<file path="src/rtl/irq_ctrl.sv">
// Six-source interrupt controller: edge-latched pending, mask + global enable, held request with ack/eret handshake.
// Latency: sampled edge -> PEND after 1 edge, int_req after 2 edges; Dout is combinational from Addr.
// No backpressure: int_req holds until int_ack or a software cancel. Build option IRQ_LEVEL_EN selects level-sensitive PEND.
module irq_ctrl (
   input  logic        clk,
   input  logic        reset,
   input  logic [31:2] Addr,
   input  logic        WE,
   input  logic [31:0] Din,
   output logic [31:0] Dout,
   input  logic [5:0]  hw_int,
   input  logic        int_ack,
   input  logic        eret,
   output logic        int_req,
   output logic [2:0]  int_id
);

   typedef enum logic [1:0] {IDLE = 2'd0, REQ = 2'd1, SVC = 2'd2} state_t;

   state_t      state_q, state_d;
   logic [5:0]  pend_q, pend_d;
   logic [5:0]  im_q, im_d;
   logic        ie_q, ie_d;
   logic        insvc_q, insvc_d;
   logic        int_req_q, int_req_d;
   logic [2:0]  int_id_q, int_id_d;

   logic        ctrl_wr;
   logic [5:0]  elig;
   logic        any_elig;
   logic [2:0]  sel_id;
   logic [7:0]  pend_ext;
   logic        req_cancel;

   // Only the register index and the defined data bits are decoded.
   logic        unused_bits;
   assign unused_bits = &{1'b0, Addr[31:4], Din[31:9], Din[7:6]};

   assign ctrl_wr = WE && (Addr[3:2] == 2'd0);

`ifdef IRQ_LEVEL_EN
   // Level mode: PEND is hw_int delayed one cycle; W1C and the edge detector are absent.
   always_comb begin
      pend_d = hw_int;
   end
`else
   logic [5:0]  prev_q, prev_d;
   logic        pend_wr;
   logic [5:0]  w1c;
   assign pend_wr = WE && (Addr[3:2] == 2'd1);
   assign w1c     = pend_wr ? Din[5:0] : 6'b0;

   // Edge mode: rising edges set PEND and win over a same-cycle W1C clear.
   always_comb begin
      prev_d = hw_int;
      pend_d = (pend_q & ~w1c) | (hw_int & ~prev_q);
   end

   // Previous-sample register for the edge detector.
   always_ff @(posedge clk) begin
      if (!reset) prev_q <= 6'b0;
      else        prev_q <= prev_d;
   end
`endif

   // CTRL register update: mask and global enable.
   always_comb begin
      im_d = im_q;
      ie_d = ie_q;
      if (ctrl_wr) begin
         im_d = Din[5:0];
         ie_d = Din[8];
      end
   end

   // Eligible sources and lowest-index priority select.
   always_comb begin
      elig     = pend_q & im_q & {6{ie_q & ~insvc_q}};
      any_elig = |elig;
      sel_id   = 3'd7;
      for (int i = 5; i >= 0; i--) begin
         if (elig[i]) sel_id = 3'(i);
      end
   end

   // A pending request is withdrawn if software disables IE or clears the selected PEND bit.
   assign pend_ext   = {2'b00, pend_q};
   assign req_cancel = !ie_q || !pend_ext[int_id_q];

   // State and register flops, synchronous active-low reset.
   always_ff @(posedge clk) begin
      if (!reset) begin
         state_q   <= IDLE;
         pend_q    <= 6'b0;
         im_q      <= 6'b0;
         ie_q      <= 1'b0;
         insvc_q   <= 1'b0;
         int_req_q <= 1'b0;
         int_id_q  <= 3'd7;
      end else begin
         state_q   <= state_d;
         pend_q    <= pend_d;
         im_q      <= im_d;
         ie_q      <= ie_d;
         insvc_q   <= insvc_d;
         int_req_q <= int_req_d;
         int_id_q  <= int_id_d;
      end
   end

   // Next-state logic; an ack in REQ takes precedence over a simultaneous cancel.
   always_comb begin
      state_d = state_q;
      case (state_q)
         IDLE:    if (any_elig) state_d = REQ;
         REQ:     if (int_ack) state_d = SVC;
                  else if (req_cancel) state_d = IDLE;
         SVC:     if (eret) state_d = IDLE;
         default: state_d = IDLE;
      endcase
   end

   // Registered outputs and in-service flag, updated on state transitions.
   always_comb begin
      int_req_d = int_req_q;
      int_id_d  = int_id_q;
      insvc_d   = insvc_q;
      case (state_q)
         IDLE: begin
            if (any_elig) begin
               int_req_d = 1'b1;
               int_id_d  = sel_id;
            end
         end
         REQ: begin
            if (int_ack) begin
               int_req_d = 1'b0;
               insvc_d   = 1'b1;
            end else if (req_cancel) begin
               int_req_d = 1'b0;
               int_id_d  = 3'd7;
            end
         end
         SVC: begin
            if (eret) begin
               insvc_d  = 1'b0;
               int_id_d = 3'd7;
            end
         end
         default: begin
            int_req_d = 1'b0;
            int_id_d  = 3'd7;
            insvc_d   = 1'b0;
         end
      endcase
   end

   // Combinational register read mux.
   always_comb begin
      Dout = 32'h0;
      case (Addr[3:2])
         2'd0:    Dout = {23'b0, ie_q, 2'b0, im_q};
         2'd1:    Dout = {26'b0, pend_q};
         2'd2:    Dout = {insvc_q, 28'b0, int_id_q};
         default: Dout = 32'h0;
      endcase
   end

   assign int_req = int_req_q;
   assign int_id  = int_id_q;

endmodule

</file>
<file path="config.mk">
export PLATFORM = sky130hd
export DESIGN_NAME = irq_ctrl
export DESIGN_NICKNAME = d
export VERILOG_FILES = /design/src/rtl/irq_ctrl.sv
export SDC_FILE = /design/constraint.sdc
export NUM_CORES = 1
export LEC_CHECK = 0
export ABC_CLOCK_PERIOD_IN_PS = 2600
export BUFFER_PORTS_ARGS = -buffer_cell sky130_fd_sc_hd__buf_4
export CAP_MARGIN = 20
export CELL_PAD_IN_SITES_DETAIL_PLACEMENT = 1
export CELL_PAD_IN_SITES_GLOBAL_PLACEMENT = 1
export CORE_MARGIN = 4
export CORE_UTILIZATION = 29
export DETAILED_ROUTE_END_ITERATION = 8
export GPL_ROUTABILITY_DRIVEN = 1
export GPL_TIMING_DRIVEN = 0
export PLACE_DENSITY = 0.95
export SYNTH_ARGS = -nofsm -noshare
export SYNTH_HDL_FRONTEND = slang
export SYNTH_SLANG_ARGS = --single-unit
</file>
<file path="constraint.sdc">
create_clock -name clk -period 2.6 [get_ports clk]
set_input_delay 0.65 -clock clk [delete_from_list [all_inputs] [get_ports clk]]
set_output_delay 0.65 -clock clk [all_outputs]
set_load 0.03 [all_outputs]
</file>
; ---- Word level (Yosys, flattened, before mapping)
; Index checks and enable logic that the tools add are counted.
[word_totals]
out_inout_bits = 36
wordCells = 69
ff_bits = 26
[classes]
n_lt_le_gt_ge = 1
reduce_logical = 12
mux = 27
eq_ne = 10
n_bitwise = 11
[op_table]
columns = cell, count
row1 = 32-bit one-hot mux with 3 select lines, 1
row2 = 3-bit 2-to-1 mux, 9
row3 = 6-bit bitwise AND, 4
row4 = 6-bit NOT, 2
row5 = 2-bit 2-to-1 mux, 5
row6 = 2-bit inequality test (second input constant), 5
row7 = 3-bit one-hot mux with 3 select lines, 1
row8 = 3-bit AND reduction, 3
row9 = 1-bit 2-to-1 mux, 6
row10 = 6-bit 2-to-1 mux, 1
row11 = 6-bit OR, 1
row12 = 1-bit one-hot mux with 3 select lines, 2
row13 = 2-bit one-hot mux with 3 select lines, 1
row14 = 6-bit OR reduction, 1
row15 = 2-bit by 1-bit equality test with 1-bit output (second input constant), 2
row16 = 2-bit equality test (second input constant), 2
row17 = 2-bit zero test, 2
row18 = 3-bit by 4-bit less-than comparator with 1-bit output (second input constant), 1
row19 = 4-bit AND reduction, 1
row20 = 1-bit binary-select mux with 3-bit select, 1
row21 = 3-bit inequality test (second input constant), 1
row22 = 1-bit NOT, 3
row23 = 1-bit logical AND, 2
row24 = 1-bit zero test, 2
row25 = other kinds (2), 2

; ---- Longest topological paths before layout
; Gate-level depths: netlist of the first run.
[depth]
word_depth = 11
ltp_mapped = 6

; ---- Worst setup path before layout of the first run
; OpenSTA, ideal clock, no wires.
[synth_path]
path_kind = input to output
from = in Addr[2] in the netlist's numbering
to = out Dout[0]
n_path_buf = 1
required_time_ns = 1.950
arrival_time_ns = 1.822
setup_slack_ns = 0.128
stages = 3
cell_sequence = clkbuf_1 > mux2i_1 > o21ai_0
[synth_between]
elab_chain_len = 2
word_cells_on_any_way = 4
[synth_lines]
columns = item, line_no
row1 = "start, declared", 7  ; input logic [31:2] Addr,
row2 = "2-bit equality test, or another cell as far along", 161  ; case (Addr[3:2])
row3 = 32-bit one-hot mux with 3 select lines (*), 161
row4 = "end, declared", 10  ; output logic [31:0] Dout,
; Mark *: on every way between the ends. The rest lies on a longest branch, timed or not.

; ---- Worst setup path in the final report of the first run
[layout_path]
from = in Addr[3] in the netlist's numbering
to = out Dout[2]
; Same word-level chain as after synthesis.

==> results of run 1 <==
critical path: stages:
cell      delay (ns)
clkbuf_1        0.31
nor2b_1         0.34
nand2_1         0.10
o21ai_0         0.11
buf_4           0.21
area by class of cell:
| class | count | area share (%) |
|---|---|---|
| clock buffer | 4 | 2.94 |
| tap | 67 | 4.48 |
| timing repair buffer | 29 | 11.6 |
| sequential | 26 | 27.8 |
| buffer | 32 | 11.3 |
| inverter | 4 | 0.802 |
| multi-input combinational | 130 | 41.0 |
power by group:
| part | internal, mW | switching, mW |
|---|---|---|
| Combinational | 0.0777 | 0.108 |
| Clock | 0.136 | 0.132 |
| Sequential | 0.414 | 0.0161 |
| Total | 0.628 | 0.256 |
logic make-up after synthesis:
logic type | Yosys count | synth area share [%]
multiplexers | 15 | 11.5
other | 1 | 0.262
flip-flops | 26 | 36.4
buffers and inverters | 36 | 15.8
AO/OA/AOI/OAI | 28 | 12.3
AND/OR/NAND/NOR | 63 | 23.7
registers in the layout (all words and copies together), names as in the netlist:
signal   cells
ie_q         1
im_q         6
insvc_q      1
int_id       3
int_req      1
pend_q       6
prev_q       6
state_q      2
worst paths after layout:
| path | from | end | slack [ns] | depth (start not counted) |
|---|---|---|---|---|
| setup / recovery | Addr[3] | Dout[2] | 0.23 | 5 |
| hold / removal | int_req$_SDFFE_PN0P_ | int_req$_SDFFE_PN0P_ | 0.53 | 2 |
| setup reg to reg | int_id[0]$_SDFFE_PN1P_ | int_id[2]$_SDFFE_PN1P_ | 0.75 | 4 |
| hold reg to reg | int_req$_SDFFE_PN0P_ | int_req$_SDFFE_PN0P_ | 0.53 | 2 |
stage by stage:
| step | instances | util (%) | hold slack, ns | total power [mW] |
|---|---|---|---|---|
| global placement | 288 | 38.2 | 0.505 | 0.618 |
| floorplan | 192 | - | 0.483 | 0.573 |
| global route | 292 | 39.4 | 0.571 | 0.926 |
| CTS | 292 | 39.4 | 0.531 | 0.895 |
| detailed placement | 288 | 38.2 | 0.520 | 0.626 |
| finish | 292 | 39.4 | 0.533 | 0.884 |
cell usage in the layout, fill, tap and decap left out:
cell / netlist / layout
and2_1: 7 / 7
nand2_1: 13 / 13
clkbuf_1: 7 / 7
nor2b_1: 7 / 7
a21oi_1: 13 / 13
nor2_1: 20 / 20
a311oi_1: 2 / 2
conb_1: 1 / 24
a32o_1: 1 / 1
or3b_2: 1 / 1
a31oi_1: 1 / 1
dfxtp_1: 26 / 26
and3b_1: 2 / 2
and4_1: 2 / 2
nor3b_1: 3 / 3
nor4bb_1: 1 / 1
nand2b_1: 2 / 2
clkbuf_8: 0 / 4
clkinv_1: 1 / 1
o31ai_1: 1 / 1
a221oi_1: 1 / 1
mux2_2: 1 / 1
o21ai_0: 4 / 4
inv_1: 3 / 3
a22o_1: 2 / 2
a22oi_1: 3 / 3
mux4_2: 1 / 1
nor4b_1: 1 / 1
buf_4: 24 / 53
mux2i_1: 13 / 13
buf_2: 1 / 1
and4b_1: 1 / 1
nand3_1: 1 / 1
nand3b_1: 2 / 2
routing by layer:
metal  share of wire [%]  vias up  global-route usage (%)
li1                    -      640                       -
met1                  40      620                    15.2
met2                  51       46                    24.2
met3                 6.5       10                    3.44
met4                 2.6        0                    4.55
met5                   0        -                       0
==> impl_metrics.toml, run 1 <==
[clock_network]
post_cts_buffers = 0
cts_resized = 0
worstSkewPairLatency_ns = 0.28
cts-buffers-inserted = 3
clk_path_buf_depth = 2
cts_hold_buf = 0
cts_sinks = 26
cts.htree.levels = 1
cts_root_buffer = "clkbuf_8"
cts_tree = "done"
clkTransAtPathRegs_ns = 0.09

[sta]
fin_skew_ns = 0.00607
max_freq_mhz = 422
rsz0062_at_grt = "false"
fin_tns_setup_ns = 0
worstMarginPinSlew_ns = 0.579
post-route-period-util_pct = 91.1
worst_slack_ns = 0.230
max_slew_margin_pct = 61.4
hold_viol = 0
period_needed_ns = 2.37
setup_viol = 0
maxSlewViolCount = 0

[yosys]
dominantRegCellSynth = "dfxtp_1"
synth.most_common_cell = "dfxtp_1"
netlist_area_um2 = 1430
synthTopCellsByArea = "dfxtp_1 36%, buf_4 13%, mux2i_1 9.1%"
ys_types = 33
synth_warnings = 0
syn-mean-instance-area_um2 = 8.45
synth_edf_count = 0
synth-seq-cells = 26
synth_cells = 169
ys_seq_area_share_pct = 36.4
async_flop_share_pct = 0
synth_commonest_cells = "26 x dfxtp_1, 24 x buf_4, 20 x nor2_1"
synth_top_area_share_pct = 36.4
synth_largest_area_cell = "dfxtp_1"

[floorplanning]
die_h_um = 78.2
dieWidth_um = 78.2
core_um2 = 4750
pin_count = 109
rows = 25
initial_utilization_pct = 30.1
die_area_um2 = 6110

[detailed_routing]
first_pass_iters = 4
drtAntennaViolNets = 0
drc = 0
drt_iter0_drc = 58
post_drt_via_cell_ratio = 4.51
routed_wl_mm = 3.88
wl_per_cell_um = 13.3
num_vias = 1316

[worst_setup_path]
critPathKind = "primary input to output pin"
worstSetupStartpointType = "primary input"
cp_data_arrival_time_ns = 1.72
crit_required_ns = 1.95
critPathMaxFanout = 10
crit_path_end_kind = "output pin"

[layout]
register_area_um2 = 520
multi_input_area_um2 = 768
syn_to_final_growth_pct = 31.0
layout-drive-gt1-share_pct = 27.1
diodes = 0
fin_area_um2 = 1870
fillers = 608
nets = 299

[place]
dpl_worst_slack_ns = 0.231
place_area_um2 = 1820
numPortBuffers = 29
globalplace.congestion = 0.826
dpl.hpwl_mm = 3.15

[power]
power.density_nw_per_um2 = 472
ir_drop_uv = 308
leakage_nw = 0.873

[grt]
grt_max_degree = 15
overflow = 0
grt_usage_pct = 13.4
antenna_found_initial = 0
grt_pass1_wl_mm = 6.58
grt_pass1_vias = 1408

[outcome]
status = "completed"

[worst_hold_path]
worstHoldPathType = "flop to flop"

[job]
drv_cap = 0
Note: power is estimated with default switching activity, not from simulation.
==> inputs of run 2 (changes only) <==
--- a/config.mk
+++ b/config.mk
@@ -17,3 +17,5 @@
 export GPL_TIMING_DRIVEN = 0
+export MAX_ROUTING_LAYER = met4
 export PLACE_DENSITY = 0.95
+export SLEW_MARGIN = 20
 export SYNTH_ARGS = -nofsm -noshare
==> constraint.sdc (replaced) <==
create_clock -name clk -period 2.6 [get_ports clk]
set_input_delay 0.13 -clock clk [delete_from_list [all_inputs] [get_ports clk]]
set_output_delay 0.13 -clock clk [all_outputs]
set_load 0.03 [all_outputs]
==> run 2 against run 1 <==
Sequential cell count did not move. Sequential share of layout area unchanged. Cell count unchanged. Clock skew down 0.0013 ns. Register-to-register slack is essentially flat. Die area is the same. Worst setup slack better by 0.51 ns. Maximum frequency is 28% higher. Non-clock buffer count did not move. Critical endpoint is now int_id[2]$_SDFFE_PN1P_. Worst hold slack got worse by 0.48 ns.
==> impl_metrics.toml, run 2 (same netlist as run 1, synthesis figures left out) <==
[grt]
grt_pass1_vias = 1410
grt_max_degree = 15
grt_usage_pct = 13.8
grt_pass1_wl_mm = 6.60
overflow = 0
antenna_found_initial = 0

[worst_setup_path]
startpoint = "int_id[0]$_SDFFE_PN1P_"
r2r-start = "int_id[0]$_SDFFE_PN1P_"
endpoint = "int_id[2]$_SDFFE_PN1P_"
path_cells = "mux4_2 -> a22o_1 -> and4_1 -> a311oi_1"
timing.rr.end = "int_id[2]$_SDFFE_PN1P_"
crit_slowest_cell = "mux4_2"
worstSetupStartpointType = "flop"
critPathMaxStageDelay_ns = 0.55
crit_buf_inv = 0
crit_cells = 4
cpLargestDelayFamily = "multiplexers"
crit_required_ns = 2.79
critPathKind = "flop to flop"
critPathMaxFanout = 6
reg2reg_slack_ns = 0.74
crit_path_end_kind = "flop"
cp_data_arrival_time_ns = 2.04
worstRegToRegCells = 4

[floorplanning]
core_um2 = 4750
die_h_um = 78.2
dieWidth_um = 78.2
rows = 25
die_area_um2 = 6110
pin_count = 109
initial_utilization_pct = 30.1

[sta]
hold_viol = 0
rsz0062_at_grt = "false"
fin_skew_ns = 0.00476
setup_viol = 0
post-route-period-util_pct = 71.4
max_slew_margin_pct = 61.4
max_freq_mhz = 539
worstMarginPinSlew_ns = 0.579
maxSlewViolCount = 0
fin_tns_setup_ns = 0
period_needed_ns = 1.86
holdWs_ns = 0.0572

[place]
numPortBuffers = 29
dpl.hpwl_mm = 3.15
dp_cells = 288
globalplace.congestion = 0.838

[detailed_routing]
drc = 0
num_vias = 1310
post_drt_via_cell_ratio = 4.49
first_pass_iters = 4
drtAntennaViolNets = 0
routed_wl_mm = 3.87
wl_per_cell_um = 13.2
drt_iter0_drc = 51

[power]
power.density_nw_per_um2 = 471
leakage_nw = 0.873
ir_drop_uv = 306

[clock_network]
cts.htree.levels = 1
cts_sinks = 26
cts_root_buffer = "clkbuf_8"
cts_tree = "done"
clk_path_buf_depth = 2
worstSkewPairLatency_ns = 0.28
clkTransAtPathRegs_ns = 0.09
cts_hold_buf = 0
post_cts_buffers = 0
cts_resized = 0
cts-buffers-inserted = 3

[layout]
final_cell_mix = "53 x buf_4, 26 x dfxtp_1, 24 x conb_1, 20 x nor2_1"
register_area_um2 = 520
nets = 299
diodes = 0
layout-drive-gt1-share_pct = 27.1
final_util_pct = 39.4
syn_to_final_growth_pct = 31.0
multi_input_area_um2 = 768
mostFrequentLayoutCell = "buf_4"
fillers = 608
fin_cells = 292
reg_top3 = "im_q x6, pend_q x6, prev_q x6"

[worst_hold_path]
worstHoldPathType = "primary input to flop"

[job]
drv_cap = 0

[outcome]
status = "completed"
run 2: metal layers:
layer,share of wire [%],track usage (%),vias up
li1,-,-,640
met1,40,15.3,617
met2,51,24.3,43
met3,6.2,3.33,10
met4,2.4,4.55,0
met5,0,-,-
run 2: power breakdown:
group | internal, mW | switching [mW]
sequential | 0.414 | 0.0160
combinational | 0.0777 | 0.108
clock | 0.136 | 0.129
run 2: metrics by stage:
stage	cell area, µm²	setup WS [ns]	power [mW]
CTS	1870	0.719	0.895
finish	1870	0.745	0.881
global route	1870	0.581	0.928
floorplan	1520	0.778	0.573
detailed placement	1820	0.769	0.626
global placement	1820	0.836	0.618
run 2: layout make-up:
class	count	area share, %
repair buffers	29	11.6
multi-input cells	130	41.0
flip-flops and latches	26	27.8
well taps	67	4.48
clock buffers	4	2.94
plain buffers	32	11.3
inverters	4	0.802
run 2: worst min-delay path by stage:
stage	startpoint	end	slack [ns]	depth (start not counted)
finish	hw_int[5]	prev_q[5]$_SDFF_PN0_	0.06	2
detailed placement	hw_int[0]	prev_q[0]$_SDFF_PN0_	0.34	2
floorplan	hw_int[0]	prev_q[0]$_SDFF_PN0_	0.25	1
global placement	hw_int[2]	prev_q[2]$_SDFF_PN0_	0.34	2
global route	hw_int[0]	prev_q[0]$_SDFF_PN0_	0.05	2
CTS	hw_int[0]	prev_q[0]$_SDFF_PN0_	0.05	2
